===== config.mk =====
export PLATFORM = sky130hd
export DESIGN_NAME = cic_ctrl
export DESIGN_NICKNAME = d
export VERILOG_FILES = /design/src/rtl/cic_pkg.sv /design/src/rtl/cic_out_buf.sv /design/src/rtl/cic_ctrl.sv
export SDC_FILE = /design/constraint.sdc
export NUM_CORES = 1
export LEC_CHECK = 0
export CORE_MARGIN = 2
export CORE_UTILIZATION = 39
export DETAILED_ROUTE_END_ITERATION = 8
export GPL_TIMING_DRIVEN = 0
export PLACE_DENSITY = 0.76
export SLEW_MARGIN = 40
export SYNTH_ARGS = -nofsm -noshare
export SYNTH_HDL_FRONTEND = slang
export SYNTH_SLANG_ARGS = --single-unit

===== constraint.sdc =====
create_clock -name clk -period 1.8 [get_ports clk]
set_input_delay 0.36 -clock clk [delete_from_list [all_inputs] [get_ports clk]]
set_output_delay 0.36 -clock clk [all_outputs]
set_load 0.02 [all_outputs]

===== src/rtl/cic_pkg.sv =====
// Shared state encoding, width defaults and helpers for the CIC sequencing controller.
package cic_pkg;

    typedef enum logic [1:0] {
        ST_IDLE   = 2'd0,
        ST_FLUSH  = 2'd1,
        ST_SETTLE = 2'd2,
        ST_RUN    = 2'd3
    } cic_state_t;

    localparam int DEC_W_DEF        = 16;
    localparam int COMB_W_DEF       = 3;
    localparam int DATA_W_DEF       = 32;
    localparam int FLUSH_CYC_DEF    = 4;
    localparam int SETTLE_EXTRA_DEF = 1;

    localparam logic [7:0] OVF_MAX = 8'hFF;

    // Bits needed to hold 0..max_val, never less than one.
    function automatic int cnt_width(input int max_val);
        return (max_val < 2) ? 1 : $clog2(max_val + 1);
    endfunction

endpackage


===== src/rtl/cic_out_buf.sv =====
// One-entry valid/ready holding register for CIC samples; drops a new sample when full and
// not draining, counting drops in a saturating counter.
module cic_out_buf
    import cic_pkg::*;
#(
    parameter int DATA_W = DATA_W_DEF
) (
    input  logic              clk,
    input  logic              rst,
    input  logic              clr,
    input  logic              load,
    input  logic [DATA_W-1:0] load_data,
    input  logic              m_ready,
    output logic              m_valid,
    output logic [DATA_W-1:0] m_data,
    output logic [7:0]        ovf_cnt
);

    logic can_take;

    // A full buffer frees up in the same cycle the consumer takes it.
    assign can_take = !m_valid || m_ready;

    always_ff @(posedge clk or negedge rst) begin
        if (!rst) begin
            m_valid <= 1'b0;
            m_data  <= '0;
            ovf_cnt <= '0;
        end else if (clr) begin
            m_valid <= 1'b0;
        end else if (load) begin
            if (can_take) begin
                m_valid <= 1'b1;
                m_data  <= load_data;
            end else if (ovf_cnt != OVF_MAX) begin
                ovf_cnt <= ovf_cnt + 8'd1;
            end
        end else if (m_valid && m_ready) begin
            m_valid <= 1'b0;
        end
    end

endmodule


===== src/rtl/cic_ctrl.sv =====
// Sequencing controller in front of a CIC decimator: applies config under reset, discards settling
// outputs, then forwards samples. Define CIC_CTRL_SEQ_EN to add the m_seq sample index port.
//
// state  | meaning
// IDLE   | no config yet, CIC held in reset, config accepted
// FLUSH  | config latched, CIC held in reset for FLUSH_CYC cycles
// SETTLE | CIC running, settling strobes discarded
// RUN    | samples forwarded downstream, new config accepted
module cic_ctrl
    import cic_pkg::*;
#(
    parameter int DEC_W        = DEC_W_DEF,
    parameter int COMB_W       = COMB_W_DEF,
    parameter int DATA_W       = DATA_W_DEF,
    parameter int FLUSH_CYC    = FLUSH_CYC_DEF,
    parameter int SETTLE_EXTRA = SETTLE_EXTRA_DEF
) (
    input  logic              clk,
    input  logic              rst,
    input  logic              cfg_valid,
    output logic              cfg_ready,
    input  logic [DEC_W-1:0]  cfg_dec,
    input  logic [COMB_W-1:0] cfg_comb,
    output logic              cic_rst,
    output logic [DEC_W-1:0]  cic_dec_num,
    output logic [COMB_W-1:0] cic_comb_num,
    input  logic [DATA_W-1:0] cic_out,
    input  logic              cic_out_rdy,
    output logic              m_valid,
    input  logic              m_ready,
    output logic [DATA_W-1:0] m_data,
    output logic              busy,
    output logic [7:0]        ovf_cnt
`ifdef CIC_CTRL_SEQ_EN
    ,
    output logic [15:0]       m_seq
`endif
);

    localparam int FL_W  = cnt_width(FLUSH_CYC - 1);
    localparam int SET_W = cnt_width((1 << COMB_W) - 1 + SETTLE_EXTRA);

    cic_state_t        state, state_nxt;
    logic [FL_W-1:0]   flush_cnt;
    logic [SET_W-1:0]  settle_cnt;
    logic              cfg_fire;
    logic              buf_load;

    assign cfg_fire = cfg_valid && cfg_ready;
    assign buf_load = cic_out_rdy && (state == ST_RUN) && !cfg_fire;

    always_ff @(posedge clk or negedge rst) begin
        if (!rst) begin
            state <= ST_IDLE;
        end else begin
            state <= state_nxt;
        end
    end

    always_comb begin
        state_nxt = state;
        cfg_ready = 1'b0;
        cic_rst   = 1'b0;
        busy      = 1'b0;
        case (state)
            ST_IDLE: begin
                cfg_ready = 1'b1;
                cic_rst   = 1'b1;
                if (cfg_valid) state_nxt = ST_FLUSH;
            end
            ST_FLUSH: begin
                cic_rst = 1'b1;
                busy    = 1'b1;
                if (flush_cnt == '0) state_nxt = ST_SETTLE;
            end
            ST_SETTLE: begin
                busy = 1'b1;
                // Leave on the strobe that is the last discard, so the next one is forwarded.
                if ((settle_cnt == '0) || (cic_out_rdy && (settle_cnt == SET_W'(1))))
                    state_nxt = ST_RUN;
            end
            ST_RUN: begin
                cfg_ready = 1'b1;
                if (cfg_valid) state_nxt = ST_FLUSH;
            end
            default: state_nxt = ST_IDLE;
        endcase
    end

    always_ff @(posedge clk or negedge rst) begin
        if (!rst) begin
            cic_dec_num  <= '0;
            cic_comb_num <= '0;
            flush_cnt    <= '0;
            settle_cnt   <= '0;
        end else if (cfg_fire) begin
            cic_dec_num  <= (cfg_dec == '0) ? DEC_W'(1) : cfg_dec;
            cic_comb_num <= cfg_comb;
            flush_cnt    <= FL_W'(FLUSH_CYC - 1);
        end else if (state == ST_FLUSH) begin
            if (flush_cnt == '0)
                settle_cnt <= SET_W'(cic_comb_num) + SET_W'(SETTLE_EXTRA);
            else
                flush_cnt <= flush_cnt - FL_W'(1);
        end else if ((state == ST_SETTLE) && cic_out_rdy && (settle_cnt != '0)) begin
            settle_cnt <= settle_cnt - SET_W'(1);
        end
    end

    cic_out_buf #(
        .DATA_W (DATA_W)
    ) u_out_buf (
        .clk       (clk),
        .rst       (rst),
        .clr       (cfg_fire),
        .load      (buf_load),
        .load_data (cic_out),
        .m_ready   (m_ready),
        .m_valid   (m_valid),
        .m_data    (m_data),
        .ovf_cnt   (ovf_cnt)
    );

`ifdef CIC_CTRL_SEQ_EN
    always_ff @(posedge clk or negedge rst) begin
        if (!rst) begin
            m_seq <= '0;
        end else if (cfg_fire) begin
            m_seq <= '0;
        end else if (m_valid && m_ready) begin
            m_seq <= m_seq + 16'd1;
        end
    end
`endif

endmodule


### Word level (Yosys, flattened, before mapping)

Index checks and enable logic that the tools add are counted.

| word-level totals | value |
|---|---|
| output and inout bits | 63 |
| register bits | 68 |

| cells by class | value |
|---|---|
| equal/unequal tests | 10 |
| reductions and logical operators | 28 |
| bitwise logic cells | 2 |
| mux-type cells | 18 |
| $add $sub $neg | 4 |

Operator list:

| operator | count |
|---|---|
| $logic_not 16->1 | 1 |
| $mux 16 | 1 |
| $mux 2 | 6 |
| $mux 4 | 3 |
| $reduce_and 3->1 | 3 |
| $add 8x1->8 const B | 1 |
| $ne 8x8->1 const B | 1 |
| $logic_and 1x1->1 | 7 |
| $mux 1 | 7 |
| $ne 2x2->1 const B | 3 |
| $pmux 2 s3 | 1 |
| $reduce_or 2->1 | 3 |
| $add 3x1->4 const B | 1 |
| $eq 2x2->1 const B | 2 |
| $eq 4x1->1 const B | 1 |
| $logic_not 2->1 | 2 |
| $logic_not 4->1 | 1 |
| $reduce_and 2->1 | 2 |
| $reduce_and 4->1 | 1 |
| $reduce_bool 2->1 | 2 |
| $reduce_bool 4->1 | 1 |
| $sub 4x1->4 const B | 1 |
| $ne 3x2->1 const B | 1 |
| $reduce_bool 3->1 | 1 |
| 6 further kinds | 9 |

### Logic depth before layout (Yosys ltp)

| depth | value |
|---|---|
| depth after elaboration | 8 |
| mapped depth | 8 |
| gate-level depth less buffers | 6 |

### Cells and area by module

From an unflattened synthesis, not the netlist that was laid out.

| unflattened totals | value |
|---|---|
| cell total of the unflattened synthesis | 266 |
| area, all modules | 3,098.0 µm² |

Modules (own cells, without submodules):

| module | times used | cells each | area an instance (µm²) |
|---|---|---|---|
| cic_out_buf | 1 | 109 | 1,692.9 |
| cic_ctrl | 1 | 157 | 1,405.1 |

### Worst setup path after synthesis

Ideal clock, no wire load.

| path | value |
|---|---|
| path kind | reg-to-reg |
| from | reg state[0] |
| to | reg u_out_buf.m_data[10] |
| required time | 1,673 ps |
| stages on the path, launching flop included | 9 |
| arrival time | 1,836 ps |
| clock period less this slack | 1,964 ps |
| path buffers | 2 |
| slack | -164 ps |
| setup time | 127 ps |
| cell sequence | dfrtp_1 inv_1 ha_1 nand2b_1 buf_4 nand2_2 nor2_4 buf_6 mux2_1 |

| on the way | value |
|---|---|
| word-level cells in the longest chain between the ends | 7 |

RTL lines:

| item | line | source |
|---|---|---|
| from (decl) | cic_ctrl.sv:43 | `cic_state_t state, state_nxt;` |
| from (signal assigned) | cic_ctrl.sv:56 | `state <= state_nxt;` |
| $eq 2x2->1 / $logic_not 2->1 (equally long branches) | cic_ctrl.sv:50, cic_ctrl.sv:65 |  |
| $reduce_or 2->1 (no source line) | - |  |
| $mux 1 | cic_ctrl.sv:65 | `case (state)` |
| $logic_and 1x1->1 | cic_ctrl.sv:49 | `assign cfg_fire = cfg_valid && cfg_ready;` |
| $logic_not 1->1 | cic_ctrl.sv:50 | `assign buf_load = cic_out_rdy && (state == ST_RUN) && !cfg_fire;` |
| $logic_and 1x1->1 | cic_ctrl.sv:50 |  |
| $reduce_and 3->1 (no source line) * | - |  |
| to (signal assigned) | cic_out_buf.sv:34 | `m_data <= load_data;` |
| to (decl) | cic_out_buf.sv:15 | `output logic [DATA_W-1:0] m_data,` |

Mark *: on every way between the ends. The rest lies on a longest branch, timed or not.
A chain may end at the register's enable or synchronous reset.

### Worst setup path in the final report

| path | value |
|---|---|
| from | reg state[0] |
| to | reg u_out_buf.m_data[21] |

Same word-level chain as after synthesis.

==> metrics.md <==
| Metric | Value |
|---|---|
| H-tree lvl count | `3` |
| Vias | `between 2000 and 2500` |
| Routability Congestion | `between 0.8 and 0.9` |
| Synthesized Nets | `324` |
| Number of synthesized register bits | `slightly below 70` |
| Mapped Cells | `around 260` |
| Initial Util | `about two fifths` |
| Dpl hpwl | `roughly 5 mm` |
| Netlist cell types | `40` |
| HP Class | `in -> async` |
| VDD IR max | `between 0.0007 and 0.0008 V` |
| CP max-delay cell | `dfrtp_1` |
| Register area share after synthesis | `a little under three fifths` |
| Critical path's largest stage delay | `0.39 ns` |
| Adder-cell share of the synthesized area | `approximately 4.2%` |
| Crit path time final | `1.815 ns` |
| DIE WIDTH | `between 90 and 100 um` |
| GRT Total Usage | `around 18%` |
| Syn Area/Cell | `around 12 sq um` |
| Initial antenna violation count | `0` |
| Largest net degree at the start of global routing | `47` |
| Post-Synthesis Cell Area | `between 0.003 and 0.004 sq mm` |
| Drt pass-1 iters | `4` |
| Comb power frac | `about 56%` |
| Fill cells | `between 600 and 700` |
| Worst EP arrival | `between 2 and 2.5 ns` |
| Worst-Skew Late Latency | `approximately 0.33 ns` |
| Layout cell share with drive strength beyond 1 | `between 20% and 30%` |
| Antenna cells | `0` |
| Antenna Violating Nets Remaining | `0` |
| CP Max Fanout | `6` |
| Fin worst setup slack | `-0.01466 ns` |
| CTS clock-pin slew for the worst setup and hold paths | `around 0.080 ns` |
| Failing checks | `negative setup slack` |
| Fraction of power consumed by the clock network | `about 14%` |
| TritonCTS clock tree | `built` |
| Fin util | `approximately 64%` |
| Top Ports | `119` |
| Post-DR wirelength/cell | `roughly 15 um` |
| Ys Warns | `0` |
| Main combinational cell family by area after synthesis | `simple AND/OR/NAND/NOR gates` |
| Standard-cell row count | `32` |
| Clock skew | `about 0.0067 ns` |
| RSZ-0062 raised after global routing | `yes` |
| Final Slew Violations | `0` |
| Status | `finished, violations left` |
| Die Area | `about 0.0084 sq mm` |
| Asr flop ratio synth | `100.0%` |
| Overflow left after global routing | `0` |
| Rel. slew slack | `74.67%` |
| Mux cell area share after synthesis | `a little over an eighth` |
| Final wirelength | `about 7.6 mm` |
| Simple-gate share of the synthesized area | `14.07%` |
| Hold slack | `around 0.44 ns` |
| NetSw | `around 0.0033 W` |
| Setup WS pre-CTS | `-0.3100 ns` |
| Number of synthesized flops with an enable pin | `0` |
| Sequential power share | `between 30% and 40%` |
| Vias in the first global route | `~2500` |
| Die height | `91.80 um` |
| Sw frac | `a little under two fifths` |
| Area growth syn-to-layout | `61.84%` |
| Least-Margin Pin Slew | `between 0.3 and 0.4 ns` |
| FF/Latch Area | `roughly 0.0017 sq mm` |
| First-pass GRT wire length | `11.84 mm` |
| Static leakage | `roughly 2.3 nW` |
| Fmax | `between 500 and 600 MHz` |
| Main synth FF type | `dfrtp_1` |
| CTS Buf Count | `9` |
| Worst Path Required | `between 2 and 2.5 ns` |
| Power per cell area | `~1800 mW/mm^2` |
| Max-cap violations | `0` |
| Fin crit share | `100.8%` |
| Post-Synth XOR/XNOR Area | `under 10%` |
| Total power | `slightly below 0.009 W` |
| Post-route DRC | `0` |
| Multi-input gate area | `0.001355 sq mm` |
| Nets | `roughly 470` |
| Sinks on the clock net | `68` |
| Compound-Gate Fraction of Synth Area | `5.701%` |
| Clk buf depth | `2` |
| Critical path, cell by cell | `inv_2, ha_4, nand2b_4, nand2_4, nor2_4, buf_12, buf_6, mux2_1` |
| Buffers on Ports | `118` |
| Vias per cell | `roughly 4.8` |
| Core Footprint | `0.007607 sq mm` |
| Final Hold Viols | `0` |
| Internal Power | `roughly 0.0055 W` |
| Finish-stage setup viols | `12` |
| Root Buffer | `clkbuf_8` |
| Worst setup EP type | `register` |
| Worst Setup Start Kind | `register` |
| Category of the most critical setup path | `reg -> reg` |
| 1st-iter DRT viols | `85` |
==> placed cells by master, fill, tap and decap left out, types with 6 or more instances in the layout <==
| cell type | instances |
|---|---|
| clkbuf_8 | 10 |
| ha_1 | 7 |
| buf_4 | 11 |
| xor2_1 | 6 |
| dfrtp_1 | 68 |
| nand2_1 | 62 |
| mux2_4 | 24 |
| inv_1 | 9 |
| nor2_1 | 6 |
| clkdlybuf4s50_1 | 108 |
| mux2_1 | 9 |
==> repair_timing <==
item,CTS,global route
hold buffers,1,0
endpoints found under the hold margin,22,0
gates cloned,2,1
setup endpoints to repair,36,66
resized for setup,21,47
setup buffers,6,6
pin swaps,3,5
==> layer usage <==
layer | global-route usage [%] | share of wire (%)
met5 | 0 | 0
met4 | 5.846 | 1.3
met3 | 4.437 | 6.2
met2 | 28.86 | 50
met1 | 22.66 | 43
==> metrics by stage <==
step | area [sq um] | TNS, ns | cells
6_report | 4866 | -0.08404 | 510
2_1_floorplan | 3047 | -0.7890 | 258
5_1_grt | 4866 | -2.640 | 510
4_1_cts | 4659 | -0.2865 | 503
3_5_place_dp | 4384 | -11.83 | 479
3_3_place_gp | 4355 | -144.43 | 478
==> critical path, delay by kind of cell, from the launching register on <==
kind | cells | cell delay (ns)
flip-flops | 1 | 0.39
AND/OR/NAND/NOR | 3 | 0.35
buffers and inverters | 3 | 0.34
multiplexers | 1 | 0.32
adder cells (fa/ha/maj) | 1 | 0.29
==> path summary, 6_finish.rpt <==
kind | startpoint | endpoint | slack (ns) | cells past startpoint
min | rst | u_out_buf.m_data[26]$_DFFE_PN0P_ | 0.44 | 2
max in group asynchronous | rst | u_out_buf.m_data[1]$_DFFE_PN0P_ | 0.86 | 3
min reg2reg | cic_dec_num[4]$_DFFE_PN0P_ | cic_dec_num[4]$_DFFE_PN0P_ | 0.48 | 2
min in group clk | cic_dec_num[4]$_DFFE_PN0P_ | cic_dec_num[4]$_DFFE_PN0P_ | 0.48 | 2
max | state[0]$_DFFE_PN0P_ | u_out_buf.m_data[21]$_DFFE_PN0P_ | -0.01 | 8
max reg2reg | state[0]$_DFFE_PN0P_ | u_out_buf.m_data[21]$_DFFE_PN0P_ | -0.01 | 8
==> registers in the layout, summed over array words and instances (netlist names) <==
register and flops:
state 2, settle_cnt 4, u_out_buf.m_valid 1, cic_comb_num 3, flush_cnt 2, cic_dec_num 16, u_out_buf.ovf_cnt 8, u_out_buf.m_data 32
==> power by group through the flow <==
stage	combinational (W)	clock, W	sequential [W]
6_report	0.00490	0.00118	0.00269
5_1_grt	0.00526	0.00130	0.00279
4_1_cts	0.00449	0.00122	0.00265
3_5_place_dp	0.00431	0	0.00268
3_3_place_gp	0.00421	0	0.00265
2_1_floorplan	0.00166	0	0.00340
==> logic make-up after synthesis <==
family | Yosys count
mux | 36
simple gates | 93
buf+inv | 20
fa+ha+maj | 10
compound gates | 22
xor+xnor | 9
flops | 68
==> area by class of cell <==
cell class,instances,area share (%)
clock buffer,11,2.700
sequential,68,34.97
multi-input combinational,170,27.85
tap,102,2.623
inverter,11,0.8485
buffer,8,1.723
timing repair buffer,135,28.21
clock inverter,5,1.080
==> cell usage after synthesis (all sizes together) (4+ instances only) <==
master / count / share of area [%]
buf: 5 / 1.5
clkbuf: 4 / 0.50
dfrtp: 68 / 57
ha: 10 / 4.2
inv: 11 / 1.4
mux2: 33 / 12
nand2: 63 / 7.9
nand3: 5 / 0.83
nor2: 9 / 1.4
nor3: 5 / 1.3
o21ai: 5 / 0.83
xor2: 6 / 1.7
Note: power is estimated with default switching activity, not from simulation.
==> RTL edit: new RTL, config.mk and constraints unchanged <==
Add a define of `CIC_CTRL_SEQ_EN`.
--- a/src/rtl/cic_ctrl.sv
+++ b/src/rtl/cic_ctrl.sv
@@ -8,2 +8,4 @@
 // RUN    | samples forwarded downstream, new config accepted
+`define CIC_CTRL_SEQ_EN
+
 module cic_ctrl
Check against the original RTL (old outputs only; new: m_seq): equivalent (equiv_simple and equiv_induct, registers matched by name and starting in step).
==> RTL edit against the original RTL <==
- the flow still finishes with violations (setup timing)
- final area up 22%
- area after synthesis up 24%
- cell count up 25%
- setup slack worse by 0.024 ns
- wire length up 30%
- clock skew up 0.0032 ns
- via count up 28%
- sequential cell count up 16
- power up 11%
- largest power group unchanged
==> RTL edit: results (changes against the original RTL) <==
- Final setup margin: -0.0390 ns (was -0.0147 ns)
- Static leakage: 2.84 nW (was 2.30 nW)
- Setup Slack @ Placement: -0.524 ns (was -0.310 ns)
- Antenna violations before repair: 0 (unchanged)
- Syn nets: 406 (was 324)
- Min-Delay Endpoint: cic_dec_num[8]
- Number of global-route vias before repair: 3094 (was 2475)
- Gr usage total: 0.186 (was 0.175)
- DR pass1 iterations: 4 (unchanged)
- Syn Area/Cell: 11.0 um^2 (was 11.7 um^2)
- Peak VDD IR: 0.882 mV (was 0.798 mV)
- Root buffer cell: clkbuf_8 (unchanged)
- Setup violations, final: 20 (was 12)
- Most instantiated cells after synthesis: 84 x dfrtp_1, 70 x nand2_1, 33 x mux2_2 (was 68 x dfrtp_1, 62 x nand2_1, 32 x mux2_1)
- Hpwl dp: 6710 um (was 5110 um)
- Register area share after synthesis: 0.563 (was 0.566)
- Fin Setup TNS: -0.577 ns (was -0.0840 ns)
- Crit Path Max Fanout: 5 (was 6)
- Drt first-iter violations: 76 (was 85)
- Max_slew headroom: 0.690 (was 0.747)
- Failing checks: setup timing (unchanged)
- Run status: finished, violations left (unchanged)
- DP Area: 5320 um^2 (was 4380 um^2)
- Placed insts: 603 (was 479)
- Layout cells sized above 1: 0.217 (was 0.206)
- Top Family by Delay on Critical Path: flip-flops (unchanged)
- Reg2reg start: state[1] (was state[0])
- Worst hold-check path type: reg2reg (was in2async)
- Worst setup path startpoint: state[1] (was state[0])
- RD Place Congestion: 0.804 (was 0.838)
- Synth top area cells: dfrtp_1 56%, mux2_2 10%, nand2_1 7.0% (was dfrtp_1 57%, mux2_1 12%, nand2_1 7.7%)
- Clk_lat worst skew: 0.34 ns
- Post-synth cell types: 43 (was 40)
- CP arrival: 2.07 ns (was 2.02 ns)
- Wire length per cell: 15.4 um (was 14.9 um)
- FILL cells: 771 (was 618)
- Setup crit end: u_out_buf.m_data[8] (was u_out_buf.m_data[21])
- Hold WS: 0.479 ns (was 0.436 ns)
- First-pass GRT wire length: 15100 um (was 11800 um)
- Final instance count without filler cells: 640 (was 510)
- Port Buffer Count: 134 (was 118)
- Nets@finish: 573 (was 469)
- Clock Skew: 0.00993 ns (was 0.00675 ns)
- Vias per cell: 4.91 (was 4.81)
- Largest registers: u_out_buf.m_data: 32 flops, cic_dec_num: 16 flops, m_seq: 16 flops (was u_out_buf.m_data: 32 flops, cic_dec_num: 16 flops, u_out_buf.ovf_cnt: 8 flops)
- Seq. cell area: 2100 um^2 (was 1700 um^2)
==> RTL edit: cell count changes after synthesis, sizes merged, moves of 5 or more <==
cell,before,now
dfrtp,68,84
nor2,9,18
a21oi,3,10
nand2,63,70
nand4,1,8
nand3,5,10
xor2,6,11
==> RTL edit: repair_timing <==
item,CTS,global route
pin swaps,4,4
hold buffers,1,0
gates resized for setup,66,45
cloned,3,0
setup endpoints to repair,84,75
hold endpoints to repair,45,0
setup buffers,13,6
==> RTL edit: metal layers <==
metal / GRT usage / up-vias / routed length [um]
met5: 0 / - / 0
met4: 0.0379 / 0 / 76
met3: 0.0554 / 7 / 705
met2: 0.327 / 119 / 4850
met1: 0.227 / 1514 / 4250
li1: - / 1500 / -
==> RTL edit: cell families after synthesis <==
logic type	count (synthesis)	share of synthesized area
buf+inv	21	0.0225
simple gates	139	0.175
xor+xnor	18	0.0422
compound gates	31	0.0553
mux	35	0.105
flops	84	0.563
fa+ha+maj	11	0.0369
==> RTL edit: area by class of cell <==
cell class / instances / area share
sequential: 84 / 0.355
multi-input combinational: 234 / 0.297
timing repair buffer: 158 / 0.267
tap: 129 / 0.0273
clock buffer: 13 / 0.0268
buffer: 9 / 0.0125
clock inverter: 3 / 0.00761
inverter: 10 / 0.00634
==> RTL edit: tightest hold or removal path, cell delays in order (launching register included) <==
cell	delay, ns
dfrtp_1	0.35
nand2_1	0.05
nand2_1	0.05
==> RTL edit: where the power goes <==
part	total, mW	switching, mW	internal (mW)
Combinational	5.29	2.47	2.81
Clock	1.36	0.644	0.719
Sequential	3.10	0.491	2.61
